## src/rtl/antirebote_multi.sv

```systemverilog
// ---------------------------------------------------------------------------
// antirebote_multi
//
// N-channel debouncer for mechanical pushbuttons and switches. Each channel
// runs through a 2-FF synchroniser, then a stability counter that only lets
// the clean level follow the synchronised input once it has disagreed with
// the current clean level for STABLE_COUNT consecutive cycles. Registered
// 1-cycle pulses mark debounced rising (press) and falling (release) edges.
//
// Optional feature, enabled by defining ANTIREBOTE_LONG_PRESS_EN:
//   a per-channel hold counter raises btn_long for one cycle once btn_out
//   has stayed high for LONG_COUNT cycles. When the macro is not defined,
//   btn_long is tied to 0 and LONG_COUNT has no effect.
//
// Parameters
//   N_CH          number of independent channels (>= 1)
//   STABLE_COUNT  consecutive disagreeing cycles before btn_out updates (>= 2)
//   LONG_COUNT    cycles btn_out must stay high for a long-press pulse (>= 2)
//
// Ports
//   clk          system clock
//   rst          synchronous reset, active high
//   btn_in       raw asynchronous button inputs            [N_CH]
//   btn_out      debounced level                           [N_CH]
//   btn_press    1-cycle pulse after btn_out rises          [N_CH]
//   btn_release  1-cycle pulse after btn_out falls          [N_CH]
//   btn_long     1-cycle long-press pulse                  [N_CH]
// ---------------------------------------------------------------------------
module antirebote_multi #(
    parameter int N_CH         = 4,
    parameter int STABLE_COUNT = 200_000,
    parameter int LONG_COUNT   = 20_000_000
) (
    input  logic            clk,
    input  logic            rst,
    input  logic [N_CH-1:0] btn_in,
    output logic [N_CH-1:0] btn_out,
    output logic [N_CH-1:0] btn_press,
    output logic [N_CH-1:0] btn_release,
    output logic [N_CH-1:0] btn_long
);

    localparam int              CW       = $clog2(STABLE_COUNT);
    localparam logic [CW-1:0]   CNT_LAST = CW'(STABLE_COUNT - 1);

    // Elaboration-time guard against configurations the logic cannot honour.
    if (N_CH < 1 || STABLE_COUNT < 2 || LONG_COUNT < 2) begin : g_bad_param
        $error("antirebote_multi: N_CH must be >= 1, STABLE_COUNT and LONG_COUNT >= 2");
    end

    logic [N_CH-1:0]         sync0;
    logic [N_CH-1:0]         sync1;
    logic [N_CH-1:0]         btn_out_q;   // btn_out one cycle late, for edge pulses
    logic [N_CH-1:0][CW-1:0] cnt;

    // Synchroniser, stability counters and edge pulses. Any cycle where the
    // synchronised input agrees with the clean level restarts the window, so
    // a bounce shorter than STABLE_COUNT cycles never reaches btn_out.
    always_ff @(posedge clk) begin
        if (rst) begin
            sync0       <= '0;
            sync1       <= '0;
            btn_out     <= '0;
            btn_out_q   <= '0;
            btn_press   <= '0;
            btn_release <= '0;
            cnt         <= '0;
        end else begin
            sync0       <= btn_in;
            sync1       <= sync0;
            btn_out_q   <= btn_out;
            // btn_out only changes on a counter terminal count, so these
            // pulses land exactly the cycle after the clean level moves.
            btn_press   <= btn_out & ~btn_out_q;
            btn_release <= ~btn_out & btn_out_q;
            for (int i = 0; i < N_CH; i++) begin
                if (sync1[i] == btn_out[i]) begin
                    cnt[i] <= '0;
                end else if (cnt[i] == CNT_LAST) begin
                    btn_out[i] <= sync1[i];
                    cnt[i]     <= '0;
                end else begin
                    cnt[i] <= cnt[i] + CW'(1);
                end
            end
        end
    end

`ifdef ANTIREBOTE_LONG_PRESS_EN
    localparam int            LW        = $clog2(LONG_COUNT);
    localparam logic [LW-1:0] HOLD_LAST = LW'(LONG_COUNT - 1);

    logic [N_CH-1:0][LW-1:0] hold_cnt;
    // Set once the long pulse for the current press has fired; keeps the
    // saturated counter from re-firing until the button is released.
    logic [N_CH-1:0]         long_done;

    always_ff @(posedge clk) begin
        if (rst) begin
            hold_cnt  <= '0;
            long_done <= '0;
            btn_long  <= '0;
        end else begin
            for (int i = 0; i < N_CH; i++) begin
                btn_long[i] <= 1'b0;
                if (!btn_out[i]) begin
                    hold_cnt[i]  <= '0;
                    long_done[i] <= 1'b0;
                end else if (hold_cnt[i] == HOLD_LAST) begin
                    if (!long_done[i]) begin
                        btn_long[i]  <= 1'b1;
                        long_done[i] <= 1'b1;
                    end
                end else begin
                    hold_cnt[i] <= hold_cnt[i] + LW'(1);
                end
            end
        end
    end
`else
    assign btn_long = '0;
`endif

endmodule

```

## config.mk

```make
export PLATFORM = sky130hd
export DESIGN_NAME = antirebote_multi
export DESIGN_NICKNAME = d
export VERILOG_FILES = /design/src/rtl/antirebote_multi.sv
export SDC_FILE = /design/constraint.sdc
export NUM_CORES = 1
export LEC_CHECK = 0
export BUFFER_PORTS_ARGS = -buffer_cell sky130_fd_sc_hd__buf_4
export CAP_MARGIN = 10
export CORE_AREA = 2 2 129 131
export DETAILED_ROUTE_END_ITERATION = 16
export DIE_AREA = 0 0 131 133
export GPL_TIMING_DRIVEN = 0
export PLACE_DENSITY = 0.36
export SETUP_SLACK_MARGIN = 0.5
export SLEW_MARGIN = 15
export SYNTH_ARGS = -nofsm -noshare
export SYNTH_HDL_FRONTEND = slang
export SYNTH_SLANG_ARGS = --single-unit
```

## constraint.sdc

```tcl
create_clock -name clk -period 4.1 [get_ports clk]
set_input_delay 0.615 -clock clk [delete_from_list [all_inputs] [get_ports clk]]
set_output_delay 0.615 -clock clk [all_outputs]
set_load 0.02 [all_outputs]
```

Word level (Yosys, flattened, before mapping)
Index checks and enable logic that the tools add are counted.
{"block": "word_totals", "ff_bits": 96, "out_inout_bits": 16}
{"block": "op_classes", "addsub": 4, "n_eq_ne": 8, "n_bitwise": 8, "n_reduce_logical": 8}
{"operator": "18-bit by 1-bit adder with 18-bit output, second input constant", "count": 4}
{"operator": "18-bit == test, second input constant", "count": 4}
{"operator": "3-bit OR reduction", "count": 4}
{"operator": "4-bit bitwise AND", "count": 2}
{"operator": "4-bit inverter", "count": 2}
{"operator": "2-bit AND reduction", "count": 4}
{"operator": "1-bit == test", "count": 4}
{"operator": "1-bit inverter", "count": 4}

Longest topological paths before layout
{"block": "logic_depth", "depth_word": 3, "depth_mapped": 7, "depth_no_buf": 5}

Worst setup path after synthesis
Ideal clock, no wire load.
{"block": "synth_timing", "path_type": "register -> register", "startpoint": "register cnt[54] in the netlist's numbering", "endpoint": "register cnt[63] in the netlist's numbering", "setup_time_ps": 117, "arrival_time_ps": 1878, "path_slack_ps": 2104, "stages_incl_launch_ff": 8, "period_less_slack_ps": 1996, "path_cell_list": "dfxtp_1 > ha_1 > clkbuf_1 > inv_1 > or4_4 > o21ai_2 > buf_2 > nor2_1"}
{"block": "synth_between", "elab_chain_cells": 2}
{"element": "start: declaration", "line_no": "54", "rtl": "logic [N_CH-1:0][CW-1:0] cnt;"}
{"element": "start signal: indexed assignment", "line_no": "83", "rtl": "cnt[i] <= cnt[i] + CW'(1);"}
{"element": "parallel branches: the longest is 2 deep, another holds 18-bit by 1-bit adder with 18-bit output"}
Several ways; the timed one is not identified.
A chain may end at the register's enable or synchronous reset.

Final worst setup path
{"block": "layout_timing", "startpoint": "register cnt[0] in the netlist's numbering", "endpoint": "register cnt[11] in the netlist's numbering"}
Same word-level chain as after synthesis.

==> metrics <==
total track usage=10.9%; CTS tree=built; die height=133 um; Antenna diodes=0; DRT iter0 DRCs=110; Clock Pin Slew Worst Setup and Hold Paths=0.07 ns; Non-Filler Instances=693; routed len/inst=approximately 12 um; Die Span X=131 um; Setup Buffers After CTS=0; final core utilization=between 20 and 30%; Reg area=0.00192 mm^2; Post-Syn Area per Cell=9.08 um^2; H-tree Lvls=3; CORE AREA=around 0.016 mm^2; Tmin final=2.54 ns; Max IR drop VDD=0.177 mV; share of cells above drive strength 1=9.51%; worst slack at placement=1.51 ns; Pleak=1.50 nW; Total Neg Setup Slack=0 ns; Max-cap violations=0; initial antenna violation count=0; final hold violation count=0; placed cells=677; CTS-repair resized insts=0; final setup vio count=0; Layout Cell Area excl Fill=0.00470 mm^2; Post-Route WL=around 8700 um; Fillers=roughly 1700; remaining antenna violation count after routing=0; Worst Hold End=btn_press[0]; post-synthesis cell type count=39; Critical Path Source Type=flop; r2r worst-path depth=5; FF+latch count, synth=96; vias per inst=about 4.4; Max Clk Rate=about 390 MHz; Reg-to-Reg End=cnt[11]; R2R Path Start=cnt[0]; Arrival @ worst endpoint=2.77 ns; largest area contributor in the netlist=dfxtp_1; Multi-input gate area=between 0.0015 and 0.002 mm^2; cell family with most CP delay=compound AO/OA/AOI/OAI gates; RSZ-0062 raised after global routing=no; crit share post-route=62.0%; Post-synth ARST share=0%; Netlist Area Pre-Place=just under 0.004 mm^2; CTS hold repair buffers=0; Final Skew=0.00783 ns; Least-Margin Pin Slew=about 0.99 ns; most frequent cells after synthesis=96 x dfxtp_1, 78 x nor2_1, 37 x xnor2_1; Cells on Worst Hold Path=1; CP cell instances=ha_1 > nand3_1 > o31ai_1 > clkbuf_1 > nor2_1; CP max stage cell=o31ai_1; RD Place Congestion=0.729; residual DRC count=0; Port Buffer Count=17; worst reg2reg setup slack=1.56 ns; main area contributors after synthesis=dfxtp_1 48%, xnor2_1 8.2%, nor2_1 7.4%, xor2_1 5.3%, nand4_1 4.3%; Syn Inst Count=437; crit path buf inv count=1; Setup crit start=cnt[0]; EDFF count, synth=0; TritonRoute pass-1 iters=4; nets@finish=478; routed vias=about 3100; die area=0.0174 mm^2; normalized max-slew margin=33.7%; first-pass GRT wire length=14700 um; Hold Crit Start=btn_out_q[0]; Pwr Total=1.89 mW; vias in the first global route=3001; clk root buf=clkbuf_16; power density over the cells=401 mW/mm^2; Final WS setup=1.56 ns; HP Class=flop to flop; HPWL after DPL=6030 um; outcome=completed; CTS sink cnt=96; fin. max-slew vios=0; Worst-Skew Late Latency=roughly 0.35 ns; dpl cell area=0.00438 mm^2; Critical Path End Type=flop; synth-to-layout area growth=18.5%; I/O pins=22; CP peak stage delay=0.94 ns; most common cell in the netlist=dfxtp_1; Setup CP Type=flop to flop; Yosys warning count=0; CP required=4.32 ns; main flop type after synthesis=dfxtp_1; total gr overflow=0; WHS=0.404 ns; Clock Path Buffers=2; share of Yosys cell area claimed by the top area cell type=roughly half; CP max FO=10; largest net degree at the start of global routing=17; row count=47; starting density of the core=between 20 and 25%; Seq/Total Area, Yosys=48.5%; total CTS buffers=9
how the worst max path moves through the flow:
stage,to,depth (start not counted)
after floorplan,cnt[63],7
after global placement,cnt[16],5
after detailed placement,cnt[10],5
after CTS,cnt[11],5
after global routing,cnt[42],6
final,cnt[11],5
layout make-up:
class                      count  share of cell area, %
buffer                        15                   1.57
clock buffer                   9                   4.79
clock inverter                 7                   2.02
inverter                      13                   1.04
multi-input combinational    316                   41.1
sequential                    96                   40.9
tap                          220                   5.86
timing repair buffer          17                   2.71
report_power, final:
| group | internal [mW] | switching (mW) | total [mW] |
|---|---|---|---|
| clock | 0.536 | 0.383 | 0.919 |
| combinational | 0.0114 | 0.0173 | 0.0286 |
| sequential | 0.937 | 0.00272 | 0.939 |
state kept, by name (all words and copies together), names as in the netlist:
name	flops
cnt	72
btn_out	4
btn_out_q	4
btn_press	4
btn_release	4
sync0	4
sync1	4
cells by family (layout without fill, tap and decap cells):
kind of cell	Yosys count	after routing	synth area share (%)
AO/OA/AOI/OAI	20	20	3.12
XOR/XNOR	61	61	13.5
adder cells (fa/ha/maj)	4	4	1.26
buffers and inverters	28	61	3.09
flip-flops	96	96	48.5
multiplexers	2	2	0.505
other	1	4	0.0945
AND/OR/NAND/NOR	225	225	30.0
worst reg2reg max path, cell delays in order, from the launching register on:
cell,delay (ns)
dfxtp_1,0.40
ha_1,0.22
nand3_1,0.33
o31ai_1,0.94
clkbuf_1,0.44
nor2_1,0.10
cells in the final DEF, fill, tap and decap left out, types with 10 or more instances in the layout:
cell type  synthesis  layout
nand2_1           16      16
nand4_1           27      27
nor2_1            78      78
nor4_1            20      20
inv_1             13      13
xor2_1            24      24
buf_4              4      21
dfxtp_1           96      96
xnor2_1           37      37
nor2b_1           10      10
nand3_1           29      29
layer usage:
| layer | vias up | global-route usage, % | share of wire (%) |
|---|---|---|---|
| met4 | 0 | 4.96 | 1.5 |
| li1 | 1571 | - | - |
| met2 | 28 | 16.1 | 46 |
| met5 | - | 0 | 0 |
| met3 | 9 | 3.32 | 3.0 |
| met1 | 1448 | 14.3 | 50 |
No activity file was read; power rests on OpenSTA's default activity.
